[config.mk]
export PLATFORM = sky130hd
export DESIGN_NAME = pwm_counter_ctrl
export DESIGN_NICKNAME = d
export VERILOG_FILES = /design/src/rtl/pwm_counter_ctrl.sv
export SDC_FILE = /design/constraint.sdc
export NUM_CORES = 1
export LEC_CHECK = 0
export CAP_MARGIN = 10
export CORE_ASPECT_RATIO = 0.75
export CORE_MARGIN = 4
export CORE_UTILIZATION = 50
export DETAILED_ROUTE_END_ITERATION = 7
export GPL_ROUTABILITY_DRIVEN = 0
export PLACE_DENSITY = 0.83
export SLEW_MARGIN = 15
export SYNTH_ARGS = -nofsm -noshare
export SYNTH_HDL_FRONTEND = slang
export SYNTH_SLANG_ARGS = --single-unit
[constraint.sdc]
create_clock -name chosen_clk -period 10.85 [get_ports chosen_clk]
set_input_delay 1.085 -clock chosen_clk [delete_from_list [all_inputs] [get_ports chosen_clk]]
set_output_delay 1.085 -clock chosen_clk [all_outputs]
set_load 0.05 [all_outputs]
[src/rtl/pwm_counter_ctrl.sv]
// PWM/timer sequencer: owns the main counter, the period/duty shadow registers,
// the IDLE/RUN/DONE state machine and the sticky interrupt flag.
module pwm_counter_ctrl #(
   parameter int CNT_W = 16
) (
   input  logic             chosen_clk,
   input  logic             rst,
   input  logic             counter_en,
   input  logic             mode,
   input  logic             one_shot,
   input  logic             cnt_clr,
   input  logic             irq_en,
   input  logic             irq_clr,
   input  logic             cfg_wr,
   input  logic [CNT_W-1:0] period_in,
   input  logic [CNT_W-1:0] dc_in,
   output logic [CNT_W-1:0] counter,
   output logic [CNT_W-1:0] period_shadow,
   output logic [CNT_W-1:0] dc_shadow,
   output logic             pwm_en,
   output logic             wrap,
   output logic             done,
   output logic             irq_flag,
   output logic             irq
);

   typedef enum logic [1:0] {
      IDLE = 2'd0,
      RUN  = 2'd1,
      DONE = 2'd2
   } state_t;

   state_t           state_q, state_d;
   logic [CNT_W-1:0] counter_q, counter_d;
   logic [CNT_W-1:0] period_shadow_q, period_shadow_d;
   logic [CNT_W-1:0] dc_shadow_q, dc_shadow_d;
   logic             upd_pend_q, upd_pend_d;
   logic             wrap_q, wrap_d;
   logic             irq_flag_q, irq_flag_d;

   logic [CNT_W-1:0] last_cnt;
   logic             at_boundary;
   logic             boundary;

   // A zero period can only arrive through a pending update; it is treated
   // as a boundary on every cycle so the counter never runs away.
   assign last_cnt    = period_shadow_q - CNT_W'(1);
   assign at_boundary = (period_shadow_q == '0) || (counter_q == last_cnt);

   always_comb begin
      state_d         = state_q;
      counter_d       = counter_q;
      period_shadow_d = period_shadow_q;
      dc_shadow_d     = dc_shadow_q;
      upd_pend_d      = upd_pend_q;
      boundary        = 1'b0;

      case (state_q)
         IDLE: begin
            counter_d       = '0;
            period_shadow_d = period_in;
            dc_shadow_d     = dc_in;
            upd_pend_d      = 1'b0;
            if (counter_en && (period_in != '0)) begin
               state_d = RUN;
            end
         end

         RUN: begin
            if (!counter_en) begin
               state_d    = IDLE;
               counter_d  = '0;
               upd_pend_d = 1'b0;
            end else begin
               if (cfg_wr) begin
                  upd_pend_d = 1'b1;
               end
               if (cnt_clr) begin
                  counter_d = '0;
               end else if (at_boundary) begin
                  boundary = 1'b1;
                  // A write landing on the boundary cycle is taken directly.
                  if (upd_pend_q || cfg_wr) begin
                     period_shadow_d = period_in;
                     dc_shadow_d     = dc_in;
                     upd_pend_d      = 1'b0;
                  end
                  if (one_shot) begin
                     state_d = DONE;
                  end else begin
                     counter_d = '0;
                  end
               end else begin
                  counter_d = counter_q + CNT_W'(1);
               end
            end
         end

         DONE: begin
            if (cfg_wr) begin
               upd_pend_d = 1'b1;
            end
            if (!counter_en) begin
               state_d    = IDLE;
               counter_d  = '0;
               upd_pend_d = 1'b0;
            end else if (!one_shot) begin
               state_d   = RUN;
               counter_d = '0;
            end else if (cnt_clr) begin
               counter_d = '0;
            end
         end

         default: begin
            state_d   = IDLE;
            counter_d = '0;
         end
      endcase

      wrap_d     = boundary;
      irq_flag_d = boundary | (irq_flag_q & ~irq_clr);
   end

   always_ff @(posedge chosen_clk or posedge rst) begin
      if (rst) begin
         state_q         <= IDLE;
         counter_q       <= '0;
         period_shadow_q <= '0;
         dc_shadow_q     <= '0;
         upd_pend_q      <= 1'b0;
         wrap_q          <= 1'b0;
         irq_flag_q      <= 1'b0;
      end else begin
         state_q         <= state_d;
         counter_q       <= counter_d;
         period_shadow_q <= period_shadow_d;
         dc_shadow_q     <= dc_shadow_d;
         upd_pend_q      <= upd_pend_d;
         wrap_q          <= wrap_d;
         irq_flag_q      <= irq_flag_d;
      end
   end

   assign counter       = counter_q;
   assign period_shadow = period_shadow_q;
   assign dc_shadow     = dc_shadow_q;
   assign wrap          = wrap_q;
   assign done          = (state_q == DONE);
   assign pwm_en        = mode && (state_q == RUN) && (period_shadow_q != '0);
   assign irq_flag      = irq_flag_q;
   assign irq           = irq_flag_q & irq_en;

endmodule

==> load_flow_metrics.sql, run 1 <==
INSERT INTO impl_metrics (metric_group, metric, value, unit) VALUES
('run_status', 'outcome', 'finished, final reports clean', ''),
('global_routing', 'grt-ovfl-total', '0', ''),
('synthesis', 'synth_edf_count', '0', ''),
('setup_path', 'crit_required', '11.06', 'ns'),
('setup_path', 'cp.buffers_inverters', '2', ''),
('die', 'dieArea', '0.00803', 'mm^2'),
('setup_path', 'worstSetupStartpointType', 'register', ''),
('setup_path', 'worst_path_max_delay_cell', 'sky130_fd_sc_hd__o32a_4', ''),
('synthesis', 'synth.yosys.seq_area_share', '39.9', '%'),
('placement', 'dp_slack', '6.89', 'ns'),
('power', 'power.density_cell_area', '261', 'mW/mm^2'),
('placement', 'detailed_place_hpwl', '6.47', 'mm'),
('synthesis', 'syn-num-nets', '377', ''),
('clock_tree', 'cts-root-to-sink-buffers', '2', ''),
('layout', 'final_layout_size_suffix_gt1_share', '11.6', '%'),
('sta', 'timing.setup.tns', '0', 'ns'),
('synthesis', 'mappedNetlistArea', '0.00333', 'mm^2'),
('setup_path', 'critical_path.most_common_cell', 'sky130_fd_sc_hd__or4_1', ''),
('placement', 'place_inst', '487', ''),
('synthesis', 'synth_largest_area_cell', 'sky130_fd_sc_hd__dfrtp_1', ''),
('clock_tree', 'post_cts_resized', '0', ''),
('job', 'maxCapViolations', '0', ''),
('synthesis', 'dominantRegCellSynth', 'sky130_fd_sc_hd__dfrtp_1', ''),
('clock_tree', 'count_of_h_tree_levels_built_during_cts', '2', ''),
('sta', 'rsz_0062_raised_after_global_routing', 'no', ''),
('die', 'die_height', '78.6', 'um'),
('power', 'p_total', '1140', 'uW'),
('power', 'vdd_drop_max', '174', 'uV'),
('die', 'fp-row-count', '25', ''),
('clock_tree', 'insertion_delay_to_the_later_sink_of_the_worst_skew_pair', '0.31', 'ns'),
('sta', 'finalWorstPathRequiredPeriod', '3.99', 'ns'),
('sta', 'tightestPinTransition', '1.05', 'ns'),
('power', 'p_leak', '0.00185', 'uW'),
('setup_path', 'endpoint_kind', 'register', ''),
('drt', 'drt-vias-per-instance', '5.84', ''),
('die', 'starting_density_of_the_core', '52.1', '%'),
('sta', 'final.setup_skew', '0.00346', 'ns'),
('sta', 'timing.fmax', '251', 'MHz'),
('clock_tree', 'cts.sink_count', '53', ''),
('clock_tree', 'post_cts_hold_buffer_count', '0', ''),
('layout', 'layout.nets', '461', ''),
('clock_tree', 'worst_setup_hold_path_clk_slew', '0.10', 'ns'),
('global_routing', 'number_of_global_route_vias_before_repair', '2818', ''),
('setup_path', 'cpPeakStageDelay', '0.64', 'ns'),
('layout', 'antenna_cells_inserted', '0', ''),
('global_routing', 'grt_max_degree', '54', ''),
('synthesis', 'yosys-top-cells-area', 'sky130_fd_sc_hd__dfrtp_1, sky130_fd_sc_hd__mux2_4, sky130_fd_sc_hd__nand3_1', ''),
('layout', 'fin_cells', '495', ''),
('synthesis', 'synth_warnings', '0', ''),
('synthesis', 'ys_types', '49', ''),
('synthesis', 'syn-instance-count', '329', ''),
('die', 'floorplan.io_pins', '94', ''),
('setup_path', 'worst-endpoint-arrival', '4.20', 'ns'),
('sta', 'fin_hold_ws', '0.517', 'ns'),
('drt', 'drt.antenna.violating_nets', '0', ''),
('setup_path', 'crit_type', 'reg -> reg', ''),
('placement', 'count_of_port_buffers_added_during_placement', '93', ''),
('drt', 'dr_iter_0_viols', '163', ''),
('die', 'die_width', '102', 'um'),
('die', 'design.core.area', '0.00638', 'mm^2'),
('layout', 'flow.area_growth_from_synthesis', '31.5', '%'),
('sta', 'final_critical_path_setup_slack', '6.86', 'ns'),
('global_routing', 'grt_first_pass_wirelength', '14.1', 'mm'),
('setup_path', 'critical_path.cell_chain', 'inv_1 -> ha_1 -> xor2_1 -> xnor2_1 -> a32oi_1 -> or4_1 -> or4_1 -> o31a_1 -> buf_4 -> o32a_4 -> mux2_1', ''),
('drt', 'wirelength', '8.79', 'mm'),
('sta', 'min_period_over_period', '36.8', '%'),
('sta', 'hold_violations', '0', ''),
('setup_path', 'gate_family_responsible_for_the_most_delay_along_the_worst_path', 'simple AND/OR/NAND/NOR gates', ''),
('clock_tree', 'postCtsSetupBuffers', '0', ''),
('synthesis', 'synth_top_area_share', '39.9', '%'),
('synthesis', 'ys_seq_elements', '53', '');
[final timing paths]
check | start | to | slack [ns] | depth (start not counted)
setup / recovery | period_shadow[0]$_DFFE_PP0P_ | period_shadow[13]$_DFFE_PP0P_ | 6.86 | 11
hold / removal | dc_shadow[7]$_DFFE_PP0P_ | dc_shadow[7]$_DFFE_PP0P_ | 0.52 | 1
setup reg to reg | period_shadow[0]$_DFFE_PP0P_ | period_shadow[13]$_DFFE_PP0P_ | 6.86 | 11
hold reg to reg | dc_shadow[7]$_DFFE_PP0P_ | dc_shadow[7]$_DFFE_PP0P_ | 0.52 | 1
max in group asynchronous | rst | period_shadow[4]$_DFFE_PP0P_ | 9.04 | 2
min in group asynchronous | rst | dc_shadow[6]$_DFFE_PP0P_ | 1.25 | 2
[report_power, final]
group	internal, uW	total [uW]	leakage, uW	switching, uW
clock	45.6	114	0.0000374	68.4
combinational	294	679	0.00115	385
sequential	263	350	0.000663	86.4
total	603	1140	0.00185	540
[cells in the mapped netlist (2+ instances only)]
cell type,instances
sky130_fd_sc_hd__a211oi_1,3
sky130_fd_sc_hd__a21oi_1,3
sky130_fd_sc_hd__a22oi_1,2
sky130_fd_sc_hd__and2_1,8
sky130_fd_sc_hd__and3_1,3
sky130_fd_sc_hd__and3b_1,2
sky130_fd_sc_hd__buf_2,2
sky130_fd_sc_hd__buf_6,3
sky130_fd_sc_hd__clkbuf_1,12
sky130_fd_sc_hd__dfrtp_1,53
sky130_fd_sc_hd__ha_1,7
sky130_fd_sc_hd__inv_1,12
sky130_fd_sc_hd__mux2_1,2
sky130_fd_sc_hd__mux2_4,30
sky130_fd_sc_hd__mux2i_1,4
sky130_fd_sc_hd__nand2_1,28
sky130_fd_sc_hd__nand2b_1,2
sky130_fd_sc_hd__nand3_1,30
sky130_fd_sc_hd__nand3b_1,4
sky130_fd_sc_hd__nand4_1,5
sky130_fd_sc_hd__nor2_1,14
sky130_fd_sc_hd__nor2b_1,6
sky130_fd_sc_hd__nor3_1,18
sky130_fd_sc_hd__nor3b_1,3
sky130_fd_sc_hd__nor4_1,11
sky130_fd_sc_hd__nor4b_1,2
sky130_fd_sc_hd__o211ai_1,11
sky130_fd_sc_hd__o21ai_0,2
sky130_fd_sc_hd__o311ai_0,2
sky130_fd_sc_hd__o31ai_1,5
sky130_fd_sc_hd__or2_2,4
sky130_fd_sc_hd__or3_1,2
sky130_fd_sc_hd__or4_1,2
sky130_fd_sc_hd__xnor2_1,9
sky130_fd_sc_hd__xor2_1,9
[stage by stage]
stage	cell area, um^2	utilization (%)
2_1_floorplan	3330	-
3_3_place_gp	4280	67.1
3_5_place_dp	4280	67.1
4_1_cts	4370	68.5
5_1_grt	4370	68.5
6_report	4370	68.5
[layer usage]
layer	wire (um)	part of all wire (%)	GRT usage, %
met1	3940	45	31.0
met2	4190	48	35.1
met3	523	6.0	3.46
met4	138	1.6	6.55
met5	0	0	0
[flip-flops by register name (all words and copies together) (netlist names)]
name	flops
counter	16
wrap	1
period_shadow	16
upd_pend_q	1
dc_shadow	16
state_q	2
irq_flag	1
[worst register-to-register path, stage by stage (launching register included)]
cell and delay (ns):
sky130_fd_sc_hd__dfrtp_1 0.46, sky130_fd_sc_hd__inv_1 0.09, sky130_fd_sc_hd__ha_1 0.30, sky130_fd_sc_hd__xor2_1 0.21, sky130_fd_sc_hd__xnor2_1 0.14, sky130_fd_sc_hd__a32oi_1 0.07, sky130_fd_sc_hd__or4_1 0.56, sky130_fd_sc_hd__or4_1 0.49
sky130_fd_sc_hd__o31a_1 0.30, sky130_fd_sc_hd__buf_4 0.21, sky130_fd_sc_hd__o32a_4 0.64, sky130_fd_sc_hd__mux2_1 0.41
[area by class of cell]
| class | instances | area, um^2 |
|---|---|---|
| flip-flops and latches | 53 | 1330 |
| clock inverters | 2 | 15.0 |
| clock buffers | 6 | 72.6 |
| well taps | 81 | 101 |
| inverters | 12 | 46.3 |
| multi-input cells | 247 | 1870 |
| fillers | 506 | 2010 |
| repair buffers | 94 | 938 |
[cell usage in the layout (no fill, tap or decap), drive strengths merged, types with 3 or more instances in the layout]
cell            n
clkdlybuf4s50  93
dfrtp          53
mux2           32
nand3          30
nand2          28
nor3           18
nor2           14
nor4           13
inv            11
o211ai         11
xnor2           9
xor2            9
and2            8
ha              7
nor2b           6
clkbuf          6
nand4           5
o31ai           5
nand3b          4
or2             4
mux2i           4
a211oi          3
and3            3
nor3b           3
a21oi           3
[logic make-up after synthesis]
kind of cell | synth area share [%]
AND/OR/NAND/NOR | 24.3
adder cells (fa/ha/maj) | 2.63
flip-flops | 39.9
buffers and inverters | 4.03
multiplexers | 15.4
XOR/XNOR | 4.74
AO/OA/AOI/OAI | 8.95
Power figures use the tool's default switching activity.
==> run 2, diff against run 1 <==
--- a/config.mk
+++ b/config.mk
@@ -8,10 +8,10 @@
 export CAP_MARGIN = 10
 export CORE_ASPECT_RATIO = 0.75
 export CORE_MARGIN = 4
-export CORE_UTILIZATION = 50
+export CORE_UTILIZATION = 48
 export DETAILED_ROUTE_END_ITERATION = 7
 export GPL_ROUTABILITY_DRIVEN = 0
-export PLACE_DENSITY = 0.83
+export PLACE_DENSITY = 0.8
 export SLEW_MARGIN = 15
 export SYNTH_ARGS = -nofsm -noshare
 export SYNTH_HDL_FRONTEND = slang
==> constraint.sdc (replaced) <==
create_clock -name chosen_clk -period 3.95 [get_ports chosen_clk]
set_input_delay 0.395 -clock chosen_clk [delete_from_list [all_inputs] [get_ports chosen_clk]]
set_output_delay 0.395 -clock chosen_clk [all_outputs]
set_load 0.05 [all_outputs]
==> run 2 against run 1 <==
Die area grew 3.8%; largest power group unchanged; combinational power grew to 2.8 times the previous value; register-to-register slack lost 6.7 ns.
==> load_flow_metrics.sql, run 2 (same netlist as run 1, synthesis figures left out) <==
INSERT INTO impl_metrics (metric_group, metric, value, unit) VALUES
('die', 'die_height', '80.1', 'um'),
('sta', 'setup_viol', '0', ''),
('drt', 'drc', '0', ''),
('sta', 'final.setup_skew', '0.00617', 'ns'),
('layout', 'layout.cells.most_common', 'sky130_fd_sc_hd__clkdlybuf4s50_1', ''),
('layout', 'layout.nets', '465', ''),
('sta', 'timing.fmax', '263', 'MHz'),
('setup_path', 'worst-path-max-fanout', '16', ''),
('layout', 'flow.area_growth_from_synthesis', '33.0', '%'),
('die', 'dieArea', '0.00834', 'mm^2'),
('global_routing', 'number_of_global_route_vias_before_repair', '2931', ''),
('global_routing', 'grt_util_met1', '28.7', '%'),
('drt', 'drt.antenna.violating_nets', '0', ''),
('power', 'p_leak', '0.00189', 'uW'),
('run_status', 'outcome', 'finished, final reports clean', ''),
('clock_tree', 'postCtsSetupBuffers', '0', ''),
('sta', 'rsz_0062_raised_after_global_routing', 'no', ''),
('clock_tree', 'post_cts_resized', '0', ''),
('clock_tree', 'root_buffer', 'sky130_fd_sc_hd__clkbuf_8', ''),
('drt', 'detailroute.via_count', '2990', ''),
('sta', 'relSlewSlack', '35.5', '%'),
('clock_tree', 'insertion_delay_to_the_later_sink_of_the_worst_skew_pair', '0.31', 'ns'),
('clock_tree', 'cts.sink_count', '53', ''),
('setup_path', 'worst-endpoint-arrival', '4.01', 'ns'),
('setup_path', 'worstSetupStartpointType', 'register', ''),
('job', 'maxCapViolations', '0', ''),
('placement', 'detailed_place_hpwl', '6.60', 'mm'),
('clock_tree', 'count_of_h_tree_levels_built_during_cts', '2', ''),
('global_routing', 'grt_util_met2', '37.2', '%'),
('die', 'design.core.area', '0.00651', 'mm^2'),
('sta', 'timing_max_transition_violations_final', '0', ''),
('sta', 'tightestPinTransition', '0.967', 'ns'),
('power', 'power.switching', '1520', 'uW'),
('power', 'p_int', '1730', 'uW'),
('layout', 'final_layout_size_suffix_gt1_share', '12.0', '%'),
('setup_path', 'crit_type', 'reg -> reg', ''),
('power', 'combPwrFrac', '58.9', '%'),
('drt', 'dr_iter_0_viols', '164', ''),
('clock_tree', 'cts_buffers', '5', ''),
('clock_tree', 'cts-root-to-sink-buffers', '2', ''),
('setup_path', 'crit_required', '4.15', 'ns'),
('sta', 'finalWorstPathRequiredPeriod', '3.80', 'ns'),
('power', 'power_frac_seq', '29.5', '%'),
('power', 'clockPowerShare', '11.6', '%'),
('drt', 'detailedRoute.firstPassIterationCount', '4', ''),
('clock_tree', 'worst_setup_hold_path_clk_slew', '0.10', 'ns'),
('power', 'swShare', '46.6', '%'),
('drt', 'routedWlPerCell', '18.8', 'um'),
('global_routing', 'grt_first_pass_wirelength', '14.7', 'mm'),
('global_routing', 'grt_antenna_before_repair', '0', ''),
('sta', 'timing.setup.tns', '0', 'ns'),
('global_routing', 'grt_max_degree', '54', ''),
('placement', 'place_inst', '490', ''),
('die', 'fp-row-count', '25', ''),
('layout', 'fill_cells', '517', ''),
('sta', 'hold_violations', '0', ''),
('global_routing', 'grtUsageMet3', '3.45', '%'),
('layout', 'fin_cells', '499', ''),
('clock_tree', 'tritoncts', 'done', ''),
('power', 'power.density_cell_area', '735', 'mW/mm^2'),
('setup_path', 'endpoint_kind', 'register', ''),
('worst_hold_path', 'worstHoldPathType', 'reg -> reg', ''),
('drt', 'wirelength', '9.38', 'mm'),
('placement', 'count_of_port_buffers_added_during_placement', '93', ''),
('global_routing', 'grt.busiest_layer', 'met2', ''),
('global_routing', 'grtUsageTotal', '21.6', '%'),
('die', 'floorplan.io_pins', '94', ''),
('layout', 'layout_common_cells', 'sky130_fd_sc_hd__clkdlybuf4s50_1, sky130_fd_sc_hd__dfrtp_1, sky130_fd_sc_hd__nand3_1, sky130_fd_sc_hd__mux2_4, sky130_fd_sc_hd__nand2_1', ''),
('sta', 'min_period_over_period', '96.3', '%'),
('clock_tree', 'post_cts_hold_buffer_count', '0', ''),
('global_routing', 'grt-ovfl-total', '0', ''),
('layout', 'antenna_cells_inserted', '0', ''),
('die', 'starting_density_of_the_core', '51.1', '%'),
('power', 'vdd_drop_max', '486', 'uV'),
('drt', 'drt-vias-per-instance', '5.99', ''),
('die', 'die_width', '104', 'um');
run 2: cell count changes in the layout (fill, tap and decap cells not counted):
cell and change:
sky130_fd_sc_hd__buf_4 +3, sky130_fd_sc_hd__bufinv_16 +1, sky130_fd_sc_hd__clkinv_4 +1, sky130_fd_sc_hd__clkinvlp_4 -2, sky130_fd_sc_hd__nor2_1 +1, sky130_fd_sc_hd__nor2_2 -1, sky130_fd_sc_hd__o31ai_1 +1, sky130_fd_sc_hd__o31ai_2 -1
sky130_fd_sc_hd__o32a_2 +1
run 2: critical path: stages (launching register included):
cell                      delay (ns)
sky130_fd_sc_hd__dfrtp_1        0.45
sky130_fd_sc_hd__inv_1          0.08
sky130_fd_sc_hd__ha_1           0.29
sky130_fd_sc_hd__xor2_1         0.20
sky130_fd_sc_hd__xnor2_1        0.14
sky130_fd_sc_hd__a32oi_1        0.09
sky130_fd_sc_hd__or4_1          0.59
sky130_fd_sc_hd__or4_1          0.51
sky130_fd_sc_hd__o31a_1         0.37
sky130_fd_sc_hd__o32a_2         0.61
sky130_fd_sc_hd__mux2_4         0.37
run 2: worst paths after layout:
path	from	to	slack, ns	depth (start not counted)
max	period_shadow[0]$_DFFE_PP0P_	period_shadow[11]$_DFFE_PP0P_	0.15	10
min	dc_shadow[0]$_DFFE_PP0P_	dc_shadow[0]$_DFFE_PP0P_	0.52	1
max reg2reg	period_shadow[0]$_DFFE_PP0P_	period_shadow[11]$_DFFE_PP0P_	0.15	10
min reg2reg	dc_shadow[0]$_DFFE_PP0P_	dc_shadow[0]$_DFFE_PP0P_	0.52	1
max in group asynchronous	rst	counter[12]$_DFFE_PP0P_	2.79	2
min in group asynchronous	rst	upd_pend_q$_DFFE_PP0P_	0.58	2
run 2: power by group through the flow:
stage | sequential, uW | combinational (uW) | clock [uW]
6_report | 959 | 1910 | 378
5_1_grt | 985 | 2000 | 402
4_1_cts | 954 | 1900 | 382
3_5_place_dp | 960 | 1890 | 0
3_3_place_gp | 952 | 1850 | 0
2_1_floorplan | 1510 | 789 | 0
run 2: per-stage QoR:
stage | utilization (%) | power, uW | worst slack [ns] | cell area, um^2 | hold slack, ns
finish | 68.0 | 3250 | 0.145 | 4420 | 0.522
global route | 68.0 | 3390 | 0.0123 | 4420 | 0.533
CTS | 67.8 | 3240 | 0.121 | 4410 | 0.521
detailed placement | 66.1 | 2850 | 0.183 | 4300 | 0.494
global placement | 66.1 | 2800 | 0.301 | 4300 | 0.498
floorplan | - | 2300 | 0.153 | 3330 | 0.492
run 2: metal layers:
layer  wire length [um]  vias up
met2               4560      104
met3                478       14
met1               4240     1494
li1                   -     1378
met4                110        0
met5                  0        -
run 2: area by class of cell:
type                    count  area, um^2  area share [%]
multi-input cells         248        1880            42.4
clock buffers               6        72.6            1.64
flip-flops and latches     53        1330            30.0
inverters                  12        46.3            1.05
repair buffers             97         961            21.7
clock inverters             2        38.8           0.877
well taps                  81         101            2.29
